**src/rtl/enigma_keystroke_sequencer.sv**
```systemverilog
// Keystroke sequencer for the Enigma signal path: owns the rotor positions,
// applies historical stepping, drives the key through the path and holds the lamp.
module enigma_keystroke_sequencer #(
    parameter int R_NOTCH       = 21,
    parameter int M_NOTCH       = 4,
    parameter int SETTLE_CYCLES = 2
) (
    input  logic        clk,
    input  logic        reset,
    input  logic        load,
    input  logic [4:0]  load_pos_l,
    input  logic [4:0]  load_pos_m,
    input  logic [4:0]  load_pos_r,
    input  logic        key_valid,
    input  logic [25:0] key_in,
    output logic        key_ready,
    output logic [4:0]  pos_l,
    output logic [4:0]  pos_m,
    output logic [4:0]  pos_r,
    output logic [25:0] path_in,
    input  logic [25:0] path_out,
    output logic [25:0] lamp_out,
    output logic        lamp_valid,
    input  logic        lamp_ack,
    output logic        error
);

    typedef enum logic [1:0] {
        IDLE   = 2'd0,
        STEP   = 2'd1,
        SETTLE = 2'd2,
        SHOW   = 2'd3
    } state_t;

    localparam logic [4:0] R_NOTCH_P   = 5'(R_NOTCH);
    localparam logic [4:0] M_NOTCH_P   = 5'(M_NOTCH);
    localparam logic [3:0] SETTLE_LAST = 4'(SETTLE_CYCLES - 1);

    function automatic logic is_onehot(input logic [25:0] v);
        return (v != 26'd0) && ((v & (v - 26'd1)) == 26'd0);
    endfunction

    function automatic logic [4:0] inc26(input logic [4:0] p);
        return (p == 5'd25) ? 5'd0 : p + 5'd1;
    endfunction

    state_t      state_r, state_s;
    logic [4:0]  pos_l_r, pos_m_r, pos_r_r;
    logic [4:0]  pos_l_s, pos_m_s, pos_r_s;
    logic [25:0] key_r, key_s;
    logic [3:0]  cnt_r, cnt_s;
    logic [25:0] path_in_r, path_in_s;
    logic [25:0] lamp_r, lamp_s;
    logic        lamp_valid_r, lamp_valid_s;
    logic        error_r, error_s;
    logic        key_ready_s;
    logic        load_legal_s;
    logic        sample_s;

    assign load_legal_s = (load_pos_l <= 5'd25) && (load_pos_m <= 5'd25) && (load_pos_r <= 5'd25);
    assign sample_s     = (cnt_r == SETTLE_LAST);

    // State register
    always_ff @(posedge clk) begin
        if (reset) begin
            state_r <= IDLE;
        end else begin
            state_r <= state_s;
        end
    end

    // Next-state decode
    always_comb begin
        state_s = state_r;
        case (state_r)
            IDLE: begin
                if (!load && key_valid && is_onehot(key_in)) begin
                    state_s = STEP;
                end else begin
                    state_s = IDLE;
                end
            end
            STEP: state_s = SETTLE;
            SETTLE: begin
                if (sample_s) begin
                    state_s = SHOW;
                end else begin
                    state_s = SETTLE;
                end
            end
            SHOW: begin
                if (lamp_ack) begin
                    state_s = IDLE;
                end else begin
                    state_s = SHOW;
                end
            end
            default: state_s = IDLE;
        endcase
    end

    // Next values of the datapath registers and outputs
    always_comb begin
        pos_l_s      = pos_l_r;
        pos_m_s      = pos_m_r;
        pos_r_s      = pos_r_r;
        key_s        = key_r;
        cnt_s        = cnt_r;
        path_in_s    = 26'd0;
        lamp_s       = lamp_r;
        lamp_valid_s = 1'b0;
        error_s      = 1'b0;
        key_ready_s  = 1'b0;
        case (state_r)
            IDLE: begin
                key_ready_s = ~load;
                if (load) begin
                    if (load_legal_s) begin
                        pos_l_s = load_pos_l;
                        pos_m_s = load_pos_m;
                        pos_r_s = load_pos_r;
                    end else begin
                        error_s = 1'b1;
                    end
                end else if (key_valid) begin
                    if (is_onehot(key_in)) begin
                        key_s = key_in;
                    end else begin
                        error_s = 1'b1;
                    end
                end else begin
                    key_s = key_r;
                end
            end
            STEP: begin
                // Middle notch steps both middle and left rotors (double step)
                pos_r_s = inc26(pos_r_r);
                if ((pos_r_r == R_NOTCH_P) || (pos_m_r == M_NOTCH_P)) begin
                    pos_m_s = inc26(pos_m_r);
                end else begin
                    pos_m_s = pos_m_r;
                end
                if (pos_m_r == M_NOTCH_P) begin
                    pos_l_s = inc26(pos_l_r);
                end else begin
                    pos_l_s = pos_l_r;
                end
                cnt_s     = 4'd0;
                path_in_s = key_r;
            end
            SETTLE: begin
                if (sample_s) begin
                    if (is_onehot(path_out)) begin
                        lamp_s = path_out;
                    end else begin
                        lamp_s  = 26'd0;
                        error_s = 1'b1;
                    end
                    lamp_valid_s = 1'b1;
                end else begin
                    cnt_s     = cnt_r + 4'd1;
                    path_in_s = key_r;
                end
            end
            SHOW: lamp_valid_s = ~lamp_ack;
            default: lamp_valid_s = 1'b0;
        endcase
    end

    // Datapath and output registers
    always_ff @(posedge clk) begin
        if (reset) begin
            pos_l_r      <= 5'd0;
            pos_m_r      <= 5'd0;
            pos_r_r      <= 5'd0;
            key_r        <= 26'd0;
            cnt_r        <= 4'd0;
            path_in_r    <= 26'd0;
            lamp_r       <= 26'd0;
            lamp_valid_r <= 1'b0;
            error_r      <= 1'b0;
        end else begin
            pos_l_r      <= pos_l_s;
            pos_m_r      <= pos_m_s;
            pos_r_r      <= pos_r_s;
            key_r        <= key_s;
            cnt_r        <= cnt_s;
            path_in_r    <= path_in_s;
            lamp_r       <= lamp_s;
            lamp_valid_r <= lamp_valid_s;
            error_r      <= error_s;
        end
    end

    assign key_ready  = key_ready_s;
    assign pos_l      = pos_l_r;
    assign pos_m      = pos_m_r;
    assign pos_r      = pos_r_r;
    assign path_in    = path_in_r;
    assign lamp_out   = lamp_r;
    assign lamp_valid = lamp_valid_r;
    assign error      = error_r;

endmodule
```
**config.mk**
```make
export PLATFORM = sky130hd
export DESIGN_NAME = enigma_keystroke_sequencer
export DESIGN_NICKNAME = d
export VERILOG_FILES = /design/src/rtl/enigma_keystroke_sequencer.sv
export SDC_FILE = /design/constraint.sdc
export NUM_CORES = 1
export LEC_CHECK = 0
export CAP_MARGIN = 20
export CORE_UTILIZATION = 35
export CTS_CLUSTER_SIZE = 24
export DETAILED_ROUTE_END_ITERATION = 16
export PLACE_DENSITY_LB_ADDON = 0.1
export SYNTH_ARGS = -nofsm -noshare
export SYNTH_HDL_FRONTEND = slang
export SYNTH_SLANG_ARGS = --single-unit
```
**constraint.sdc**
```tcl
create_clock -name clk -period 3.04 [get_ports clk]
set_clock_uncertainty 0.15 [all_clocks]
set_input_delay 0.608 -clock clk [delete_from_list [all_inputs] [get_ports clk]]
set_output_delay 0.608 -clock clk [all_outputs]
set_load 0.005 [all_outputs]
```
==> results.yml <==
timing:
  fin_crit_ns: 2.99
  holdWs_ns: 0.302
  worst_pin_slew_ns: 0.445
  hold_viol_final: 0
  slew_headroom: 0.703
  max_freq_ghz: 0.334
  setup_violations: 0
  finalCritPeriodShare: 0.984
  tns_ns: 0
  slew_violations: 0
global_routing:
  gr-usage-met2: 0.316
  antenna_found_initial: 0
  grt-ovfl-total: 0
  grt_max_degree: 30
  busiest_layer: "met2"
  grtUsageTotal: 0.192
  met1_usage: 0.247
  grt_pass1_wl_um: 21700
  grtUsageMet3: 0.0334
  grt_pass1_vias: 4509
detailed_routing:
  viasPerCell: 5.21
  drtIter0Drc: 262
  drt_wl_total_um: 13900
  vias: 4823
  firstDrtPassIters: 7
  wl_per_cell_um: 15.0
  drc: 0
  ant_nets: 0
cts:
  clock-root-buffer: "clkbuf_16"
  cts-hold-fix-buffers: 0
  clk_pin_slew_ns: 0.07
  tritoncts: "yes"
  clock_latency_ns: 0.35
  cts_sinks: 101
  cts_made_buffers: 9
  cts_max_path_buffers: 2
  htreeDepth: 3
worst_setup_path:
  setup.worst_path.start_class: "input pin"
  regToRegSetupSlack_ns: 0.81
  crit_required_ns: 3.19
  regToRegEndpoint: "pos_m[2]$_SDFFE_PP0P_"
  crit_arrival_ns: 3.14
  path_class: "input pin to flip-flop"
  reg2regPathDepth: 9
  critPathLaunch: "path_out[23]"
  endpoint: "lamp_out[16]$_SDFFE_PP0P_"
  endpoint_kind: "flip-flop"
  crit_fanout: 7
  reg2reg_from: "state_r[0]$_SDFF_PP0_"
placed_design:
  gp_congestion: 0.827
  place.port_buffers: 141
  hpwl_um: 9890
  post-place-cells: 902
worst_hold_path:
  hp-class: "flip-flop to flip-flop"
die:
  die_h_um: 118
  die_area_um2: 13900
  io_pins: 142
  coreArea_um2: 13200
  dieWidth_um: 118
  num_rows: 42
  initial_core_util: 0.357
logic_synthesis:
  syn_area_um2: 4710
  synth.avg_cell_area_um2: 8.84
  synth_top_family_by_area: "simple AND/OR/NAND/NOR gates"
  synth.ff_latch_count: 101
  yosysWarnings: 0
  synth-adder-area-share: 0.0438
  syn_nets: 619
  synth_edf_count: 0
  synth_compound_area_frac: 0.229
  synth-seq-area-share: 0.429
  async_flop_share: 0
  synthFlopType: "dfxtp_1"
  synthMuxAreaShare: 0.00213
  synth-simple-area-share: 0.240
  synthXorXnorAreaFrac: 0.00744
  synth_cell_types: 64
  postSynthCellCount: 533
finish:
  final_common_cell: "clkdlybuf4s50_1"
  layout_common_cells: "117 x clkdlybuf4s50_1, 101 x dfxtp_1, 84 x buf_4"
  nets: 831
  area_growth_pct: 57.7
  finalNonFillerCells: 926
  n_antenna_cell: 0
  drive_above_1_share: 0.184
status:
  status: "finished, final reports clean"
pwr:
  ir_drop_v: 0.000261
  leakage_nw: 2.95
  finalPower_w: 0.00320
  powerDensity_nw_per_um2: 430
job:
  maxCapViolCount: 0
## per-stage QoR
stage / instance area (µm²) / setup WS [ns] / utilization
2_1_floorplan: 4710 / 0.254 / -
3_3_place_gp: 6790 / -0.416 / 0.515
5_1_grt: 7430 / -0.0900 / 0.563
4_1_cts: 7150 / 0.00822 / 0.542
3_5_place_dp: 6790 / -0.385 / 0.515
6_report: 7430 / 0.0494 / 0.563
## state kept, by name, summed over array words and instances (netlist names)
register,flops
cnt_r,4
lamp_out,26
lamp_valid,1
error,1
pos_l,5
pos_m,5
pos_r,5
path_in,26
key_r,26
state_r,2
## critical path, stage by stage
cell and delay (ns):
clkdlybuf4s50_1 0.49, o41ai_2 0.39, nand4_1 0.17, a21oi_2 0.14, nand4_1 0.16, nor4_4 0.34, nor3b_4 0.47, clkbuf_16 0.25
a22o_1 0.13
## worst min path at each step
stage               cells past startpoint  slack [ns]                    from                      to
CTS                                     1        0.31  key_r[12]$_SDFFE_PP0P_  path_in[12]$_SDFF_PP0_
global route                            1        0.33  key_r[18]$_SDFFE_PP0P_  path_in[18]$_SDFF_PP0_
floorplan                               1        0.27   key_r[0]$_SDFFE_PP0P_   path_in[0]$_SDFF_PP0_
detailed placement                      1        0.29  key_r[18]$_SDFFE_PP0P_  path_in[18]$_SDFF_PP0_
global placement                        1        0.29  key_r[19]$_SDFFE_PP0P_  path_in[19]$_SDFF_PP0_
finish                                  1        0.30  key_r[18]$_SDFFE_PP0P_  path_in[18]$_SDFF_PP0_
## power breakdown
group	internal (W)	leakage, nW	switching [W]
Clock	0.000851	0.172	0.000511
Combinational	0.000244	1.97	0.000212
Sequential	0.00135	0.816	0.0000327
Total	0.00244	2.95	0.000756
## synthesized netlist by cell type, types with 3 or more instances
master,count,area share
a211oi_1,14,0.022
nor3_1,19,0.020
and2_1,26,0.035
a22oi_1,4,0.0064
o21ai_1,20,0.021
or4_1,4,0.0064
o211a_1,3,0.0064
nand2_1,26,0.021
nor3b_1,3,0.0048
inv_1,12,0.0096
xor2_1,4,0.0074
nand4_1,3,0.0040
clkbuf_1,12,0.0096
ha_1,14,0.037
nor2_1,46,0.037
nor4_1,6,0.0080
nand4b_1,3,0.0056
a22o_1,25,0.046
o21ai_0,19,0.020
buf_6,4,0.0096
o31ai_1,4,0.0064
nor2b_1,3,0.0040
buf_2,6,0.0064
nand3_1,39,0.041
dfxtp_1,101,0.43
buf_4,4,0.0064
a21oi_1,53,0.056
a31oi_1,3,0.0040
nor4_4,4,0.018
or3_1,4,0.0053
## layer usage
metal | up-vias | routed length (µm)
met4 | 0 | 284
met3 | 15 | 626
met2 | 144 | 6740
met1 | 2276 | 6230
li1 | 2388 | -
met5 | - | 0
## cell type report
type | instances | area, µm²
Fill cell | 1174 | 5760
Tap cell | 176 | 220
Multi-Input combinational cell | 390 | 2580
Inverter | 12 | 45.0
Clock inverter | 5 | 106
Sequential cell | 101 | 2020
Timing Repair Buffer | 231 | 2200
Clock buffer | 11 | 253
## logic make-up (layout without fill, tap and decap cells)
kind of cell    count (synthesis)  count (layout)
xor+xnor                        4               4
mux                             1               1
flops                         101             101
compound gates                167             167
fa+ha+maj                      17              17
simple gates                  201             201
buf+inv                        42             259
## what timing repair did
item                       in CTS  in global routing
cloned                          0                  3
hold endpoints to repair        0                  0
resized for setup               1                 45
buffers inserted                0                  5
pin swaps                       0                  9
setup endpoints to repair      13                 54
(Power assumes the default switching activity.)
